$ cat src/rtl/reg_file_2r1w.sv
// Eight-entry general-purpose register file: two combinational read ports, one
// synchronous write port, with register 0 hardwired to zero.
module reg_file_2r1w #(
    parameter int WIDTH  = 8,
    parameter int ADDR_W = 3
) (
    input  logic              clk,
    input  logic              rst_n,
    input  logic              we3,
    input  logic [ADDR_W-1:0] wa3,
    input  logic [WIDTH-1:0]  wd3,
    input  logic [ADDR_W-1:0] ra1,
    input  logic [ADDR_W-1:0] ra2,
    output logic [WIDTH-1:0]  rd1,
    output logic [WIDTH-1:0]  rd2
);

    localparam int NUM_REGS = 1 << ADDR_W;

    logic [WIDTH-1:0] r_regs [NUM_REGS];
    logic [WIDTH-1:0] w_rd1;
    logic [WIDTH-1:0] w_rd2;
    logic             w_wr_en;

    // Writes to entry 0 are dropped here so r_regs[0] keeps its reset value of 0.
    assign w_wr_en = we3 && (wa3 != '0);

    // NOTE: this array is built from flops rather than a RAM macro, so clearing
    // every entry on reset is legal and cheap; a RAM could not be reset this way.
    always_ff @(posedge clk or negedge rst_n) begin
        if (!rst_n) begin
            for (int i = 0; i < NUM_REGS; i++) begin
                // NOTE: non-blocking assignment for all clocked state, so every
                // flop samples pre-edge values regardless of statement order.
                r_regs[i] <= '0;
            end
        end else if (w_wr_en) begin
            r_regs[wa3] <= wd3;
        end
    end

    // No write bypass: a read of the register being written shows the old value
    // until the clock edge commits the new one.
    always_comb begin
        // NOTE: defaults first so every path assigns the outputs and no latch is inferred.
        w_rd1 = '0;
        w_rd2 = '0;
        if (ra1 != '0) begin
            w_rd1 = r_regs[ra1];
        end
        if (ra2 != '0) begin
            w_rd2 = r_regs[ra2];
        end
    end

    assign rd1 = w_rd1;
    assign rd2 = w_rd2;

endmodule

$ cat config.mk
export PLATFORM = sky130hd
export DESIGN_NAME = reg_file_2r1w
export DESIGN_NICKNAME = d
export VERILOG_FILES = /design/src/rtl/reg_file_2r1w.sv
export SDC_FILE = /design/constraint.sdc
export NUM_CORES = 1
export LEC_CHECK = 0
export ABC_AREA = 0
export ABC_CLOCK_PERIOD_IN_PS = 1900
export BUFFER_PORTS_ARGS = -buffer_cell sky130_fd_sc_hd__buf_4
export CAP_MARGIN = 20
export CORE_MARGIN = 10
export CORE_UTILIZATION = 51
export DETAILED_ROUTE_END_ITERATION = 10
export PLACE_DENSITY_LB_ADDON = 0.15
export SYNTH_ARGS = -nofsm -noshare
export SYNTH_HDL_FRONTEND = slang
export SYNTH_SLANG_ARGS = --single-unit
$ cat constraint.sdc
create_clock -name clk -period 1.9 [get_ports clk]
set_input_delay 0.095 -clock clk [delete_from_list [all_inputs] [get_ports clk]]
set_output_delay 0.095 -clock clk [all_outputs]
set_load 0.01 [all_outputs]
After elaboration in Yosys (flattened, before gate mapping)
Index checks and enable logic that the tools add are counted.
{ "op_classes": {"muxes": 11, "magnitude_cmp": 4, "n_reduce_logical": 5, "n_bitwise": 3} }
{ "ops": {"columns": ["op", "n"], "rows": [
  ["bitwise mux 64 bit", 1],
  ["2-to-1 mux 8 bit", 7],
  ["binary-select mux 8 bit (select 3 bit)", 2],
  ["demux 8 bit (select 3 bit)", 1],
  [">= comparator 4 bit (second input constant)", 3],
  ["NOT 3 -> 4 bit", 3],
  ["nonzero test 3 bit", 3],
  ["less-than comparator 4 x 1 -> 1 bit (second input constant)", 1],
  ["logical AND 1 bit", 2]
]} }
{ "word_totals": {"in_bits": 20, "wordCells": 31, "output_inout_bits": 16, "regBits": 64} }

Depth between registers and ports, before layout
{ "logic_depth": {"word_depth": 6, "mapped_depth": 6, "ltp_nobuf": 3} }

Worst setup path after synthesis
Ideal clock, no wire load.
{ "synth_timing": {"path_type": "input-to-reg", "startpoint": "input port wa3[0]", "endpoint": "register r_regs[40] (netlist name)", "path_stages": 4, "required_time_ns": 1.775, "setup_slack_ns": 0.778, "arrival_time_ns": 0.997, "n_path_buf": 2, "setup_time_ns": 0.125, "cell_sequence": "buf_4 -> nor4bb_4 -> buf_6 -> mux2_2"} }
{ "synth_between": {"elab_chain_cells": 6, "elab_cells_between_ends": 9, "cone_classes": "order compare (2); mux (3); bitwise (1); reduce/logical (3)"} }
{ "synth_lines": {"columns": ["element", "line_no", "text"], "rows": [
  ["from (decl)", "10", "input logic [ADDR_W-1:0] wa3,"],
  ["NOT 3 -> 4 bit (not written as such)", "38", "r_regs[wa3] <= wd3;"],
  [">= comparator 4 bit (not written as such) or less-than comparator 4 x 1 -> 1 bit (tied branches)", "38", null],
  ["logical AND 1 bit (not written as such)", "38", null],
  ["2-to-1 mux 8 bit (not written as such)", "38", null],
  ["demux 8 bit (select 3 bit)", "38", null],
  ["bitwise mux 64 bit", "38", null],
  ["to (signal, indexed assignment)", "38", null],
  ["to (decl)", "20", "logic [WIDTH-1:0] r_regs [NUM_REGS];"]
]} }
Parallel ways exist; a longest one is shown, timed or not.
A chain may end at the register's enable or synchronous reset.

Worst setup path after layout
{ "layout_timing": {"startpoint": "register r_regs[38] (netlist name)", "endpoint": "output port rd1[6]"} }
{ "layout_between": {"elab_chain_cells": 4} }
{ "layout_lines": {"columns": ["element", "line_no", "text"], "rows": [
  ["binary-select mux 8 bit (select 3 bit)", "49", "w_rd1 = r_regs[ra1];"],
  ["2-to-1 mux 8 bit (not written as such) (2 in series)", "49", null],
  ["2-to-1 mux 8 bit", "48", "if (ra1 != '0) begin"],
  ["to (decl)", "14", "output logic [WIDTH-1:0] rd1,"]
]} }
Every way passes these cells. The select of a mux whose other input is x is not followed.

==> qor.tcl <==
set qor(run_status) {completed}
set qor(die_height_um) 99.1
set qor(cts_tree) {yes}
set qor(cts-buffers-inserted) 5
set qor(buffer_ports.inserted) 35
set qor(floorplan.initialDensity_pct) 53.3
set qor(finalClockSkew_ns) 0
set qor(clk_pin_slew_ns) 0.10
set qor(setup-tns-final_ns) 0
set qor(syn-instance-count) 238
set qor(area.growth.synth_to_final_pct) 11.2
set qor(asyncSetResetFlopFracSynth_pct) 100
set qor(core_um2) 5990
set qor(max-cap-violations) 0
set qor(drcViolationCount) 0
set qor(synth-edff-count) 0
set qor(largest_registers_in_the_final_layout) {r_regs x56}
set qor(net_count_final) 287
set qor(largest_register_ff_count) 56
set qor(setup.worst_path.start_class) {flop}
set qor(data_required_time_of_the_critical_path_ns) 1.80
set qor(finalHoldViolations) 0
set qor(routed_wirelength_um) 7480
set qor(dr_vias) 2076
set qor(most_frequently_used_flop_master_after_synthesis) {dfrtp_1}
set qor(die_area_um2) 9820
set qor(place.gp.congestion) 0.808
set qor(buffers_from_clock_root_to_sink_at_most) 2
set qor(setup.worst_path.end_class) {primary output}
set qor(detail_route.wl_per_cell_um) 21.8
set qor(worst_slew_pin_slew_ns) 0.713
set qor(initial_drt_markers) 78
set qor(setup-violations-final) 0
set qor(post_synth.cell_area_avg_um2) 13.4
set qor(vias_in_the_first_global_route) 2155
set qor(post-route-util_pct) 59.2
set qor(yosys_warnings) 0
set qor(worst_skew_pair.late_latency_ns) 0.31
set qor(leakagePower_nw) 1.56
set qor(slew_viol_final) 0
set qor(timing.hold.worst.class) {in -> reg}
set qor(slowest_delay_ns) 0.41
set qor(num_io_pins) 36
set qor(die_x_um) 99.1
set qor(worst_path_max_delay_cell) {dfrtp_1}
set qor(rows) 28
set qor(post-route-period-util_pct) 87.0
set qor(synth_fp_nets) 258
set qor(grt_first_pass_wirelength_um) 12100
set qor(layout_commonest_cell) {mux2_2}
set qor(n_antenna_cell) 0
set qor(layout.filler_cells) 521
set qor(synth_seq_cells) 56
set qor(dpl.hpwl_um) 4940
set qor(power_density_nw_per_um2) 953
set qor(first_pass_iters) 4
set qor(route.detailed.vias_per_inst) 6.05
set qor(final_layout_size_suffix_gt1_share_pct) 54.1
set qor(drtAntennaViolNets) 0
set qor(grt_setup_unrepaired) {false}
set qor(grt_util_all_layers_pct) 15.4
set qor(cts-root-buf) {clkbuf_8}
set qor(period_needed_ns) 1.65
set qor(globalRoute.totalOverflow) 0
set qor(critPathKind) {reg -> out}
set qor(grt_antenna_before_repair) 0
set qor(worstPathCellList) {mux2_2 > a221oi_1 > a221oi_2 > buf_4}
set qor(synth_area_um2) 3190
set qor(maxSlewHeadroom_pct) 52.5
set qor(clock.fmax_mhz) 605
set qor(post_synthesis_sequential_area_ratio_pct) 43.9
set qor(grt_start_max_net_pins) 57
set qor(cts_max_level) 2
set qor(synth_cell_type_count) 28
set qor(cp.arrival_ns) 1.56
set qor(vdd_ir_drop_max_uv) 513
set qor(register_name_with_the_most_flops) {r_regs}
set qor(maximum_fanout_along_the_worst_path) 3
set qor(most-common-layout-cells) {88 x mux2_2, 56 x dfrtp_1, 40 x buf_4}
set qor(clkSinkCount) 56
-- worst max-delay path, delay by kind of cell, from the launching register on --
kind | cells | cell delay (ns)
AO/OA/AOI/OAI | 2 | 0.39
flip-flops | 1 | 0.41
multiplexers | 1 | 0.27
buffers and inverters | 1 | 0.17
-- synth_stat cells (2+ instances only) --
cell type  instances  share of area (%)
mux2_2            88                 31
dfrtp_1           56                 44
a221oi_1          20                5.5
mux2i_1           16                5.0
o22ai_1            8                1.6
nor2_1             7               0.82
buf_2              6               0.94
buf_6              6                2.1
buf_4              3               0.71
nand2_1            3               0.35
nand4b_2           3                1.4
a21oi_1            2               0.31
a31oi_1            2               0.39
buf_12             2                1.3
clkbuf_1           2               0.24
inv_1              2               0.24
-- power breakdown --
part | internal (mW) | switching [mW]
Sequential | 1.45 | 0.191
Clock | 0.432 | 0.397
Combinational | 0.542 | 0.365
Total | 2.43 | 0.953
-- what timing repair did --
item | CTS | global route
hold buffers | 1 | 0
setup buffers | 0 | 0
resized for setup | 0 | 0
hold endpoints to repair | 56 | 0
-- layer usage --
layer | track usage, % | up-vias | routed length, µm
met5 | 0 | - | 0
met4 | 4.30 | 0 | 78
met3 | 3.81 | 7 | 306
met2 | 23.7 | 41 | 3540
met1 | 20.9 | 1062 | 3550
li1 | - | 966 | -
-- logic make-up (layout without fill, tap and decap cells) --
| kind of cell | after synthesis | count (layout) | share of synthesized area [%] |
|---|---|---|---|
| DFF | 56 | 56 | 43.9 |
| and+or+nand+nor | 23 | 23 | 6.00 |
| muxes | 104 | 104 | 36.1 |
| buffers and inverters | 21 | 51 | 5.49 |
| AOI/OAI and AO/OA | 34 | 34 | 8.51 |
-- final cells by class --
type                    instances  area, µm²  area share [%]
clock buffers                   6       82.6            2.33
clock inverters                 2       38.8            1.09
flip-flops and latches         56       1400            39.5
multi-input cells             161       1610            45.5
repair buffers                 41        310            8.74
well taps                      75       93.8            2.64
inverters                       2       7.51           0.212
-- through the flow --
step                cell area [µm²]  power, mW  hold WS, ns  worst slack, ns  std cells
finish                         3550       3.38       0.0614            0.248        343
global route                   3550       3.58       0.0537            0.118        343
CTS                            3550       3.41       0.0532            0.240        343
detailed placement             3420       2.58        0.200            0.456        334
global placement               3420       2.55        0.196            0.473        334
floorplan                      3190       2.28       -0.201            0.778        238
-- path summary, 6_finish.rpt --
kind                            cells past startpoint         end  slack [ns]        from
worst max-delay path                                4      rd1[6]        0.25  r_regs[38]
worst min-delay path                                2  r_regs[53]        0.06      wd3[5]
worst max register to register                      1  r_regs[21]        1.11  r_regs[21]
worst min register to register                      1  r_regs[36]        0.54  r_regs[36]
max in group asynchronous                           2  r_regs[28]        1.05       rst_n
min in group asynchronous                           2   r_regs[0]        0.36       rst_n
Note: power is estimated with default switching activity, not from simulation.
